### config.mk
export PLATFORM = sky130hd
export DESIGN_NAME = mem_arbiter
export DESIGN_NICKNAME = d
export VERILOG_FILES = /design/src/rtl/mem_arb_pkg.sv /design/src/rtl/arb_wait_ctr.sv /design/src/rtl/mem_arbiter.sv
export SDC_FILE = /design/constraint.sdc
export NUM_CORES = 1
export LEC_CHECK = 0
export BUFFER_PORTS_ARGS = -buffer_cell sky130_fd_sc_hd__clkbuf_2
export CAP_MARGIN = 20
export CELL_PAD_IN_SITES_DETAIL_PLACEMENT = 0
export CELL_PAD_IN_SITES_GLOBAL_PLACEMENT = 1
export CORE_ASPECT_RATIO = 0.6
export CORE_UTILIZATION = 34
export DETAILED_ROUTE_END_ITERATION = 7
export PLACE_DENSITY_LB_ADDON = 0.1
export SYNTH_ARGS = -nofsm -noshare
export SYNTH_HDL_FRONTEND = slang
export SYNTH_SLANG_ARGS = --single-unit
export TNS_END_PERCENT = 1
### constraint.sdc
create_clock -name clock -period 3.1 [get_ports clock]
set_clock_uncertainty 0.05 [all_clocks]
set_input_delay 0.31 -clock clock [delete_from_list [all_inputs] [get_ports clock]]
set_output_delay 0.31 -clock clock [all_outputs]
set_load 0.02 [all_outputs]
### src/rtl/mem_arb_pkg.sv
// Shared defaults and state encoding for the CPU/video memory arbiter.
package mem_arb_pkg;

    localparam int unsigned AW_DEFAULT       = 8;
    localparam int unsigned DW_DEFAULT       = 8;
    localparam int unsigned MAX_WAIT_DEFAULT = 4;

    // Wide enough for the largest allowed starvation limit (15).
    localparam int unsigned WAIT_W = 4;

    typedef enum logic [1:0] {
        IDLE      = 2'd0,
        ISSUE_CPU = 2'd1,
        ISSUE_VID = 2'd2
    } arb_state_e;

endpackage

### src/rtl/arb_wait_ctr.sv
// Saturating count of cycles the video port has been kept waiting.
// Flags starvation once the count reaches MAX_WAIT.
module arb_wait_ctr
    import mem_arb_pkg::*;
#(
    parameter int unsigned MAX_WAIT = MAX_WAIT_DEFAULT
) (
    input  logic clock,
    input  logic reset,
    input  logic vid_req,
    input  logic vid_gnt,
    output logic starved
);

    localparam logic [WAIT_W-1:0] LIMIT = WAIT_W'(MAX_WAIT);

    logic [WAIT_W-1:0] cnt_q, cnt_d;

    // Count refused video cycles; clear on acceptance or when video goes quiet.
    always_comb begin
        cnt_d = cnt_q;
        if (!vid_req || vid_gnt) begin
            cnt_d = '0;
        end else if (cnt_q != LIMIT) begin
            cnt_d = cnt_q + 1'b1;
        end
    end

    // Counter register.
    always_ff @(posedge clock or negedge reset) begin
        if (!reset) begin
            cnt_q <= '0;
        end else begin
            cnt_q <= cnt_d;
        end
    end

    assign starved = (cnt_q == LIMIT);

endmodule

### src/rtl/mem_arbiter.sv
// Two-requester arbiter in front of a single-port synchronous RAM.
// CPU normally wins; video wins when it has been starved for MAX_WAIT cycles.
//
// state     | meaning
// ----------+----------------------------------------------
// IDLE      | no access on the RAM port this cycle
// ISSUE_CPU | CPU access presented to RAM this cycle
// ISSUE_VID | video read presented to RAM this cycle
module mem_arbiter
    import mem_arb_pkg::*;
#(
    parameter int unsigned AW       = AW_DEFAULT,
    parameter int unsigned DW       = DW_DEFAULT,
    parameter int unsigned MAX_WAIT = MAX_WAIT_DEFAULT
) (
    input  logic          clock,
    input  logic          reset,
    input  logic          cpu_req,
    input  logic          cpu_we,
    input  logic [AW-1:0] cpu_addr,
    input  logic [DW-1:0] cpu_wdata,
    output logic          cpu_gnt,
    output logic          cpu_rvalid,
    output logic [DW-1:0] cpu_rdata,
    input  logic          vid_req,
    input  logic [AW-1:0] vid_addr,
    output logic          vid_gnt,
    output logic          vid_rvalid,
    output logic [DW-1:0] vid_rdata,
    output logic [AW-1:0] mem_addr,
    output logic          mem_we,
    output logic [DW-1:0] mem_wdata,
    input  logic [DW-1:0] mem_rdata
);

    arb_state_e    state_q, state_d;
    logic [AW-1:0] addr_q, addr_d;
    logic          we_q, we_d;
    logic [DW-1:0] wdata_q, wdata_d;
    logic          cpu_rvalid_q, cpu_rvalid_d;
    logic          vid_rvalid_q, vid_rvalid_d;
    logic          starved;

    arb_wait_ctr #(
        .MAX_WAIT (MAX_WAIT)
    ) u_wait_ctr (
        .clock   (clock),
        .reset   (reset),
        .vid_req (vid_req),
        .vid_gnt (vid_gnt),
        .starved (starved)
    );

    // Grant decision, next state and the RAM command captured at acceptance.
    always_comb begin
        cpu_gnt      = 1'b0;
        vid_gnt      = 1'b0;
        state_d      = IDLE;
        addr_d       = addr_q;
        we_d         = 1'b0;
        wdata_d      = wdata_q;
        // Read data returns the cycle after the issue cycle; writes return nothing.
        cpu_rvalid_d = (state_q == ISSUE_CPU) && !we_q;
        vid_rvalid_d = (state_q == ISSUE_VID);

        // Grants are held off while reset is asserted.
        if (reset) begin
            if (vid_req && (starved || !cpu_req)) begin
                vid_gnt = 1'b1;
            end else if (cpu_req) begin
                cpu_gnt = 1'b1;
            end
        end

        if (cpu_gnt) begin
            state_d = ISSUE_CPU;
            addr_d  = cpu_addr;
            we_d    = cpu_we;
            wdata_d = cpu_wdata;
        end else if (vid_gnt) begin
            state_d = ISSUE_VID;
            addr_d  = vid_addr;
        end
    end

    // State, RAM command and read-valid pipeline registers.
    always_ff @(posedge clock or negedge reset) begin
        if (!reset) begin
            state_q      <= IDLE;
            addr_q       <= '0;
            we_q         <= 1'b0;
            wdata_q      <= '0;
            cpu_rvalid_q <= 1'b0;
            vid_rvalid_q <= 1'b0;
        end else begin
            state_q      <= state_d;
            addr_q       <= addr_d;
            we_q         <= we_d;
            wdata_q      <= wdata_d;
            cpu_rvalid_q <= cpu_rvalid_d;
            vid_rvalid_q <= vid_rvalid_d;
        end
    end

    assign mem_addr   = addr_q;
    assign mem_we     = we_q;
    assign mem_wdata  = wdata_q;
    assign cpu_rvalid = cpu_rvalid_q;
    assign vid_rvalid = vid_rvalid_q;
    assign cpu_rdata  = mem_rdata;
    assign vid_rdata  = mem_rdata;

endmodule

# ---- Word-level counts from Yosys, hierarchy flattened
# Index checks and enable logic that the tools add are counted.
dict set report totals {
  latchBits 0
  register_bits 25
  rom_bits 0
  word_cells 33
  mem_bits_rw 0
  mem_count 0
  input_bits 37
  out_inout_bits 37
}
dict set report op_classes {
  add_sub_neg 1
  div_mod_pow 0
  eq_ne 4
  reduce_logical 9
  bitwise 0
  magnitude_cmp 0
  shift 0
  multipliers 0
  mux 12
}
# op count
set op_table {}
lappend op_table {{$mux W8} 2}
lappend op_table {{$mux W4} 2}
lappend op_table {{$mux W1} 6}
lappend op_table {{$add A4 B1 Y4 const B} 1}
lappend op_table {{$eq A4 B3 Y1 const B} 1}
lappend op_table {{$mux W2} 2}
lappend op_table {{$ne A4 B3 Y1 const B} 1}
lappend op_table {{$reduce_bool A2 Y1} 2}
lappend op_table {{$logic_not A1 Y1} 3}
lappend op_table {{$eq A2 B1 Y1 const B} 1}
lappend op_table {{$eq A2 B2 Y1 const B} 1}
lappend op_table {{$logic_and A1 B1 Y1} 2}
lappend op_table {{$logic_or A1 B1 Y1} 2}

# ---- Logic depth before layout (Yosys ltp)
# Gate-level depths: netlist (run 1).
dict set report logic_depth {
  word_depth 7
  ltp_mapped 8
  ltp_nobuf 6
}

# ---- Hierarchy
# From an unflattened synthesis (run 1), not the netlist that was laid out.
dict set report hier_totals {
  hier_cells 113
  area_unflattened_um2 1272.5
}
# module cells_per_inst n_inst area_per_inst_um2
set by_module_without_submodules {}
lappend by_module_without_submodules {mem_arbiter 93 1 1063.5}
lappend by_module_without_submodules {arb_wait_ctr 20 1 209.0}

# ---- Worst setup path after synthesis (run 1)
# Ideal clock, no wire load.
dict set report synth_timing {
  path_type {flip-flop to flip-flop}
  from {register u_wait_ctr.cnt_q[0]}
  to {register wdata_q[0] (netlist: mem_wdata[0])}
  required_time_ps 2925
  path_slack_ps 1185
  setup_ps 125
  t_arrival_ps 1740
  stages_incl_launch_ff 9
  cell_sequence {dfrtp_1 -> inv_1 -> ha_1 -> and4b_1 -> buf_6 -> or2_1 -> buf_6 -> inv_8 -> mux2_2}
}
dict set report synth_between {
  elab_chain_len 5
}
# item line_no
set synth_lines {}
lappend synth_lines {{start, declared} arb_wait_ctr.sv:17} ;# logic [WAIT_W-1:0] cnt_q, cnt_d;
lappend synth_lines {{start signal, assigned} arb_wait_ctr.sv:34} ;# cnt_q <= cnt_d;
lappend synth_lines {{$eq A4 B3 Y1} arb_wait_ctr.sv:38} ;# assign starved = (cnt_q == LIMIT);
lappend synth_lines {{$logic_or A1 B1 Y1} mem_arbiter.sv:68} ;# if (vid_req && (starved || !cpu_req)) begin
lappend synth_lines {{$logic_and A1 B1 Y1} mem_arbiter.sv:68}
lappend synth_lines {{$mux W1} mem_arbiter.sv:68}
lappend synth_lines {{$mux W1} mem_arbiter.sv:67} ;# if (reset) begin
lappend synth_lines {{via cpu_gnt} mem_arbiter.sv:22} ;# output logic cpu_gnt,
lappend synth_lines {{end signal, assigned} mem_arbiter.sv:99} ;# wdata_q <= wdata_d;
lappend synth_lines {{end, declared} mem_arbiter.sv:39} ;# logic [DW-1:0] wdata_q, wdata_d;
# The timed path passes the listed nets, and every way through them passes these cells.
# A chain may end at the register's enable or synchronous reset.

# ---- Final worst setup path (run 1)
dict set report layout_timing {
  from {input reset}
  to {output cpu_gnt}
}
dict set report layout_between {
  elab_chain_len 1
}
# item line_no
set layout_lines {}
lappend layout_lines {{start, declared} mem_arbiter.sv:17} ;# input logic reset,
lappend layout_lines {{$mux W1} mem_arbiter.sv:67}
lappend layout_lines {{end, declared} mem_arbiter.sv:22}
# No other way between the ends.

==> results of run 1 <==
==> layout make-up <==
type	count	area [um^2]
inverter	4	22.5
tap	45	56.3
sequential	25	626
timing repair buffer	51	263
fill	335	1900
clock inverter	1	8.76
multi-input combinational	57	464
clock buffer	3	41.3
==> cells in the mapped netlist <==
cell,number
xnor2_1,1
buf_4,16
buf_6,2
dfrtp_1,25
nor4b_1,1
a21boi_0,1
nand3_1,1
and4b_1,1
nand2_1,1
nand3b_1,1
nor2b_1,9
inv_1,3
mux2i_1,2
nor3b_1,12
and2_1,3
mux2_2,8
or2_1,1
inv_8,1
nor2_1,2
a21oi_1,1
o21a_1,1
clkbuf_1,1
ha_1,2
a311o_1,8
nand2_2,1
==> state kept, by name (all words and copies together) (netlist names) <==
signal	count
vid_rvalid	1
mem_we	1
state_q	2
mem_wdata	8
u_wait_ctr.cnt_q	4
mem_addr	8
cpu_rvalid	1
==> stage by stage <==
step / hold WS (ns) / total power [mW]
floorplan: -0.0356 / 0.526
global placement: 0.177 / 0.565
detailed placement: 0.173 / 0.568
CTS: 0.183 / 0.775
global route: 0.188 / 0.809
finish: 0.189 / 0.762
==> path summary, 6_finish.rpt <==
check	from	to	slack, ns	cells after the start
max in group asynchronous	reset	mem_addr[4]	2.07	3
min reg2reg	state_q[1]	cpu_rvalid	0.38	1
min in group asynchronous	reset	u_wait_ctr.cnt_q[3]	0.43	2
max	reset	cpu_gnt	0.60	6
min	cpu_we	mem_we	0.19	2
max reg2reg	u_wait_ctr.cnt_q[0]	mem_wdata[6]	0.99	6
==> metal layers <==
layer,share of wire (%),wire length (um)
met5,0,0
met4,1.1,27
met3,8.9,216
met2,43,1030
met1,47,1140
==> logic make-up after synthesis <==
kind of cell,after synthesis,synth area share [%]
compound gates,11,7.95
buf+inv,23,13.4
flops,25,49.7
fa+ha+maj,2,1.99
mux,10,8.75
simple gates,33,17.5
xor+xnor,1,0.696
==> worst max-delay path: stages <==
cell           delay [ns]
dlygate4sd3_1        0.53
clkbuf_2             0.31
nand2_2              0.19
or2_1                0.44
inv_8                0.16
clkbuf_2             0.18
==> where the power goes <==
part           switching [mW]  internal, mW  total [mW]
Combinational          0.0992        0.0789       0.178
Sequential             0.0192         0.362       0.381
Clock                   0.108        0.0941       0.202
Total                   0.227         0.535       0.762
==> impl_metrics.json, run 1 <==
{
  "num_rows": 16,
  "ys_seq_area_share_pct": 49.7,
  "synth_warnings": 0,
  "synth.top_cell.area_share_pct": 49.7,
  "crit_required_ns": 2.74,
  "dieArea_um2": 3960,
  "root_buffer": "clkbuf_8",
  "grt.overflow.total": 0,
  "finish.utilization_pct": 43.8,
  "ir_worst_vdd_mv": 0.213,
  "drtIter0Drc": 40,
  "core_um2": 3380,
  "vias": 889,
  "max_slew_margin_pct": 59.0,
  "viasPerCell": 4.78,
  "rsz0062_at_grt": "no",
  "syn_inst": 105,
  "fin_area_um2": 1480,
  "dr.pass1.iters": 4,
  "drive_gt1_share_pct": 45.4,
  "wire_per_inst_um": 13.0,
  "crit_fanout": 13,
  "use_met2_pct": 20.5,
  "p_leak_nw": 0.717,
  "worstMarginPinSlew_ns": 0.609,
  "clockBufferDepth": 2,
  "path_class": "input pin to output pin",
  "worstPathArrival_ns": 2.14,
  "syn-cell-area_um2": 1260,
  "pre_cts_slack_ns": 0.907,
  "hold_viol": 0,
  "dp_hpwl_um": 1830,
  "end_kind": "output pin",
  "synth.area.top_cells": "dfrtp_1 (50%), buf_4 (9.5%), mux2_2 (7.2%)",
  "finalCritPeriodShare_pct": 80.5,
  "fmax_ghz": 0.401,
  "cts_resized": 0,
  "finalSetupViolCount": 0,
  "grt_util_met3_pct": 5.05,
  "clock_sinks": 25,
  "wl_um": 2410,
  "grt_pass1_vias": 866,
  "worstSkewPairLatency_ns": 0.26,
  "cap_violations": 0,
  "synth_nets": 144,
  "synth.avg_cell_area_um2": 12.0,
  "met1_usage_pct": 18.5,
  "final_cell_mix": "clkbuf_2 (49), dfrtp_1 (25), nor3b_1 (12)",
  "die_width_um": 80.6,
  "final_nets": 181,
  "drtAntennaViolNets": 0,
  "worst_slack_ns": 0.603,
  "grt_max_degree": 17,
  "drc": 0,
  "place_inst": 181,
  "synth_top_area_cell": "dfrtp_1",
  "port_buffers": 49,
  "antenna_cells": 0,
  "htree_num_levels": 1,
  "cts-buffers-inserted": 3,
  "ys_types": 25,
  "cts_hold_buf": 1,
  "tns_ns": 0,
  "globalRoute.busiestLayer": "met2",
  "power_density_nw_per_um2": 514,
  "stdcell_count": 186,
  "post_cts_buffers": 0,
  "place.gp.congestion": 0.786,
  "clk_pin_slew_worst_paths_ns": 0.10,
  "yosys_register_bits": 25,
  "slew_violations": 0,
  "ios": 74,
  "die_h_um": 49.1,
  "floorplan.initialDensity_pct": 37.2,
  "track_usage_pct": 13.7,
  "areaGrowthSynthToFinish_pct": 17.7,
  "grt_pass1_wl_um": 4110,
  "antenna_found_initial": 0,
  "hold_path.class": "input pin to flip-flop",
  "status": "complete, no violations",
  "placed_area_um2": 1420,
  "layout_commonest_cell": "clkbuf_2",
  "cts_tree": "yes",
  "startpoint_type": "input pin",
  "post-route-min-period_ns": 2.50
}
Power figures use the tool's default switching activity.
==> run 2: changes to the inputs <==
--- a/config.mk
+++ b/config.mk
@@ -10,7 +10,7 @@
 export CELL_PAD_IN_SITES_DETAIL_PLACEMENT = 0
 export CELL_PAD_IN_SITES_GLOBAL_PLACEMENT = 1
 export CORE_ASPECT_RATIO = 0.6
-export CORE_UTILIZATION = 34
+export CORE_UTILIZATION = 31
 export DETAILED_ROUTE_END_ITERATION = 7
 export PLACE_DENSITY_LB_ADDON = 0.1
 export SYNTH_ARGS = -nofsm -noshare
==> constraint.sdc (replaced) <==
create_clock -name clock -period 2.3 [get_ports clock]
set_clock_uncertainty 0.05 [all_clocks]
set_input_delay 0.23 -clock clock [delete_from_list [all_inputs] [get_ports clock]]
set_output_delay 0.23 -clock clock [all_outputs]
set_load 0.02 [all_outputs]
==> run 2 against run 1 <==
The run now ends with DRC left; clock power grew 38%; design area up 1.9%; wire length grew 4.5%; utilization is 3.9 points lower; combinational power increased by 38%; global-route usage down 1.3 points; worst hold slack lost 0.085 ns; sequential share of layout area decreased by 0.77 points; clock-buffer cell count is the same.
==> impl_metrics.json, run 2 (same netlist as run 1, synthesis figures left out) <==
{
  "die_h_um": 51.4,
  "worstReg2RegStart": "u_wait_ctr.cnt_q[0]",
  "regToRegSetupSlack_ns": 0.46,
  "grt.overflow.total": 0,
  "rsz0062_at_grt": "no",
  "drtIter0Drc": 24,
  "cts-buffers-inserted": 3,
  "antenna_found_initial": 0,
  "crit_fanout": 11,
  "layout_commonest_cell": "clkbuf_2",
  "place.gp.congestion": 0.785,
  "grt_max_degree": 17,
  "wl_um": 2520,
  "vias": 888,
  "floorplan.initialDensity_pct": 33.2,
  "path_class": "input pin to output pin",
  "cap_violations": 0,
  "grt_pass1_wl_um": 4060,
  "critPathLaunch": "reset",
  "post-route-min-period_ns": 2.08,
  "port_buffers": 49,
  "dr.pass1.iters": 7,
  "fmax_ghz": 0.481,
  "worst_path_largest_cell_delay_ns": 0.52,
  "dp_hpwl_um": 1900,
  "final_nets": 184,
  "slew_violations": 0,
  "die_width_um": 84.3,
  "ios": 74,
  "crit_required_ns": 2.02,
  "final_cell_mix": "clkbuf_2 (49), dfrtp_1 (25), nor3b_1 (12)",
  "areaGrowthSynthToFinish_pct": 19.9,
  "p_leak_nw": 0.734,
  "worst_path_most_repeated_cell": "clkbuf_2",
  "clockBufferDepth": 2,
  "power_density_nw_per_um2": 688,
  "track_usage_pct": 12.4,
  "htree_num_levels": 1,
  "worst-path-stages": 6,
  "worstSkewPairLatency_ns": 0.27,
  "crit_buf_inv": 4,
  "clock_sinks": 25,
  "critPathTopFamily": "buffers and inverters",
  "pre_cts_slack_ns": 0.319,
  "wire_per_inst_um": 13.2,
  "end_kind": "output pin",
  "hold_viol": 0,
  "ir_worst_vdd_mv": 0.314,
  "num_rows": 17,
  "hold_path.class": "input pin to flip-flop",
  "grt_pass1_vias": 846,
  "dieArea_um2": 4330,
  "drtAntennaViolNets": 0,
  "tns_ns": 0,
  "cts_tree": "yes",
  "post_cts_buffers": 0,
  "r2r_cells": 6,
  "drc": 14,
  "drive_gt1_share_pct": 47.2,
  "fillers": 372,
  "clk_pin_slew_worst_paths_ns": 0.09,
  "antenna_cells": 0,
  "crit_path_end": "cpu_gnt",
  "status": "finished, violations left",
  "worstPathArrival_ns": 1.80,
  "crit_path_top_delay_cell": "dlygate4sd3_1",
  "max_slew_margin_pct": 63.0,
  "reg2reg_to": "mem_wdata[4]",
  "worst_slack_ns": 0.221,
  "core_um2": 3790,
  "finalSetupViolCount": 0,
  "startpoint_type": "input pin",
  "worstMarginPinSlew_ns": 0.555,
  "finalCritPeriodShare_pct": 90.4,
  "violations": "DRC",
  "path_cells": "dlygate4sd3_1 -> clkbuf_2 -> nand2_2 -> or2_4 -> inv_8 -> clkbuf_2",
  "viasPerCell": 4.65,
  "root_buffer": "clkbuf_8"
}
[run 2: changes by cell type in the layout (fill, tap and decap cells not counted), sizes merged]
cell / change
buf: +3
[run 2: how the worst min path moves through the flow]
stage          startpoint                  end  slack (ns)  cells past startpoint
2_1_floorplan       reset           cpu_rvalid       -0.12                      0
5_1_grt            cpu_we               mem_we         0.1                      2
3_3_place_gp        reset  u_wait_ctr.cnt_q[1]        0.04                      1
3_5_place_dp        reset  u_wait_ctr.cnt_q[1]        0.04                      1
6_report           cpu_we               mem_we        0.10                      2
4_1_cts            cpu_we               mem_we        0.09                      2
[run 2: power by group]
part / total, mW / switching, mW / leakage [nW] / internal [mW]
clock: 0.278 / 0.151 / 0.0261 / 0.127
combinational: 0.245 / 0.135 / 0.398 / 0.110
sequential: 0.515 / 0.0268 / 0.309 / 0.488
[run 2: area by class of cell]
cell class | instances | area [um^2] | share of cell area [%]
Clock buffer | 3 | 41.3 | 2.74
Timing Repair Buffer | 54 | 285 | 18.9
Tap cell | 47 | 58.8 | 3.90
Sequential cell | 25 | 626 | 41.5
Inverter | 4 | 22.5 | 1.49
Multi-Input combinational cell | 57 | 467 | 30.9
Clock inverter | 1 | 8.76 | 0.580
[run 2: timing repair]
| item | 4_1_cts | 5_1_grt |
|---|---|---|
| resized for setup | 0 | 2 |
| setup endpoints to repair | 0 | 1 |
| hold buffers | 1 | 0 |
| hold endpoints to repair | 10 | 0 |
[run 2: metal layers]
layer	track usage, %	wire, um	vias up
met3	6.30	259	4
met4	3.45	15	0
met1	15.9	1200	414
met5	0	0	-
li1	-	-	433
met2	18.3	1040	37
[run 2: per-stage QoR]
stage          hold slack, ns  util, %  std cells  area (um^2)  power (mW)
6_report                0.104     39.9        191         1510        1.04
5_1_grt                0.0961     39.9        191         1510        1.10
4_1_cts                0.0935     39.8        191         1510        1.06
3_5_place_dp           0.0403     38.2        186         1450       0.770
3_3_place_gp           0.0401     38.2        186         1450       0.766
2_1_floorplan          -0.116        -        105         1260       0.709
[run 2: worst reg2reg max path, delay by kind of cell (launching register included)]
kind | cells | cell delay, ns
buffers and inverters | 2 | 0.17
multiplexers | 1 | 0.34
AND/OR/NAND/NOR | 2 | 0.53
adder cells (fa/ha/maj) | 1 | 0.23
flip-flops | 1 | 0.41
==> run 3: changes to the inputs <==
==> constraint.sdc (replaced) <==
create_clock -name clock -period 2.3 [get_ports clock]
set_clock_uncertainty 0.05 [all_clocks]
set_input_delay 0.23 -clock clock [delete_from_list [all_inputs] [get_ports clock]]
set_output_delay 0.23 -clock clock [all_outputs]
set_load 0.1 [all_outputs]
==> run 3 against run 2 <==
The run still ends with DRC left; maximum frequency decreased by 1.1%; register-to-register slack barely moved; via count shrank 0.34%; worst setup slack worse by 0.023 ns; combinational power rose by 120%; clock power decreased by 3%; sequential power hardly changed; critical endpoint is now vid_gnt; largest cell class unchanged; wire length increased by 0.32%; global-route usage stayed put.
==> impl_metrics.json, run 3 (same netlist as run 1, synthesis figures left out) <==
{
  "status": "finished, violations left",
  "violations": "DRC",
  "max_slew_margin_pct": 63.7,
  "worstMarginPinSlew_ns": 0.547,
  "clk_pin_slew_worst_paths_ns": 0.09,
  "rsz0062_at_grt": "no",
  "use_met2_pct": 18.9,
  "viasPerCell": 4.61,
  "met1_usage_pct": 16.0,
  "r2r_cells": 6,
  "path_class": "input pin to output pin",
  "worstReg2RegStart": "u_wait_ctr.cnt_q[0]",
  "cts-buffers-inserted": 3,
  "whs_path_depth": 2,
  "tns_ns": 0,
  "vias": 885,
  "die_h_um": 51.4,
  "grt_util_met3_pct": 5.49,
  "pwr-share-seq_pct": 38.9,
  "crit_required_ns": 2.02,
  "grt.overflow.total": 0,
  "whs_endpoint": "mem_we",
  "dr.pass1.iters": 6,
  "finalCritPeriodShare_pct": 91.4,
  "crit_fanout": 14,
  "post-route-min-period_ns": 2.10,
  "final_nets": 185,
  "num_rows": 17,
  "floorplan.initialDensity_pct": 33.2,
  "regToRegSetupSlack_ns": 0.45,
  "wl_um": 2530,
  "clock_sinks": 25,
  "antenna_cells": 0,
  "post_cts_buffers": 0,
  "grt_pass1_wl_um": 4020,
  "dp_hpwl_um": 1950,
  "fillers": 368,
  "areaGrowthSynthToFinish_pct": 23.1,
  "drtIter0Drc": 32,
  "critPathLaunch": "reset",
  "port_buffers": 49,
  "power_density_nw_per_um2": 856,
  "clockBufferDepth": 2,
  "hold_path.startpoint": "cpu_we",
  "die_width_um": 84.3,
  "p_leak_nw": 0.747,
  "layout_commonest_cell": "clkbuf_2",
  "p_clk_share_pct": 20.3,
  "combPwrFrac_pct": 40.8,
  "switchingPower_mw": 0.595,
  "slew_violations": 0,
  "startpoint_type": "input pin",
  "ios": 74,
  "end_kind": "output pin",
  "drc": 14,
  "hold_path.class": "input pin to flip-flop",
  "drive_gt1_share_pct": 46.9,
  "wire_per_inst_um": 13.2,
  "worstSkewPairLatency_ns": 0.27,
  "final_cell_mix": "clkbuf_2 (47), dfrtp_1 (25), nor3b_1 (12)",
  "cap_violations": 0,
  "reg2reg_to": "mem_wdata[2]",
  "core_um2": 3790,
  "root_buffer": "clkbuf_8",
  "track_usage_pct": 12.4,
  "ir_worst_vdd_mv": 0.471,
  "grt_max_degree": 17,
  "worst_hold_slack_ns": 0.112,
  "place.gp.congestion": 0.802,
  "fmax_ghz": 0.476,
  "drtAntennaViolNets": 0,
  "htree_num_levels": 1,
  "dieArea_um2": 4330,
  "worstPathArrival_ns": 1.82,
  "globalRoute.busiestLayer": "met2",
  "finalSetupViolCount": 0,
  "power.internal_mw": 0.730,
  "cts_tree": "yes",
  "hold_viol": 0,
  "grt_pass1_vias": 850,
  "antenna_found_initial": 0,
  "switching_share_pct": 44.9
}
run 3: cell count changes in the layout (fill, tap and decap cells not counted):
cell	before	now
buf_12	0	2
clkbuf_2	49	47
a21boi_0	1	0
a21boi_1	0	1
dlygate4sd3_1	1	2
run 3: through the flow:
step	instances	utilization [%]	cell area [um^2]	power (mW)	setup slack, ns
global route	192	40.9	1550	1.39	0.0480
detailed placement	186	39.0	1480	1.06	0.311
CTS	192	40.8	1550	1.35	0.0481
floorplan	105	-	1260	1.08	0.00903
global placement	186	39.0	1480	1.06	0.358
finish	192	40.9	1550	1.33	0.197
run 3: routing by layer:
metal / part of all wire (%) / wire [um]
met5: 0 / 0
met4: 0.59 / 15
met3: 11 / 285
met2: 43 / 1090
met1: 45 / 1140
run 3: worst max-delay path by stage:
stage              endpoint  slack (ns)  depth (start not counted)
4_1_cts             cpu_gnt        0.05                          6
3_3_place_gp   mem_wdata[0]        0.36                          6
2_1_floorplan       vid_gnt       0.009                          5
5_1_grt             vid_gnt        0.05                          6
3_5_place_dp   mem_wdata[2]        0.31                          6
6_report            vid_gnt        0.20                          6
run 3: final cells by class:
cell class	count	area, um^2	area share, %
Inverter	4	22.5	1.45
Clock inverter	1	8.76	0.565
Clock buffer	3	41.3	2.67
Sequential cell	25	626	40.4
Tap cell	47	58.8	3.80
Multi-Input combinational cell	57	467	30.1
Timing Repair Buffer	55	325	21.0
run 3: repair_timing:
item	4_1_cts	5_1_grt
endpoints found under the hold margin	6	0
hold buffers	2	0
setup endpoints to repair	0	2
resized for setup	0	3
run 3: power by group through the flow:
stage | sequential [mW] | combinational [mW] | clock, mW
floorplan | 0.848 | 0.234 | 0
CTS | 0.516 | 0.543 | 0.287
global placement | 0.521 | 0.537 | 0
detailed placement | 0.525 | 0.539 | 0
finish | 0.515 | 0.540 | 0.270
global route | 0.522 | 0.562 | 0.308
run 3: critical path: stages:
cell and delay, ns:
dlygate4sd3_1 0.53, clkbuf_2 0.17, buf_4 0.24, a21boi_1 0.26, and2_1 0.20, buf_12 0.18
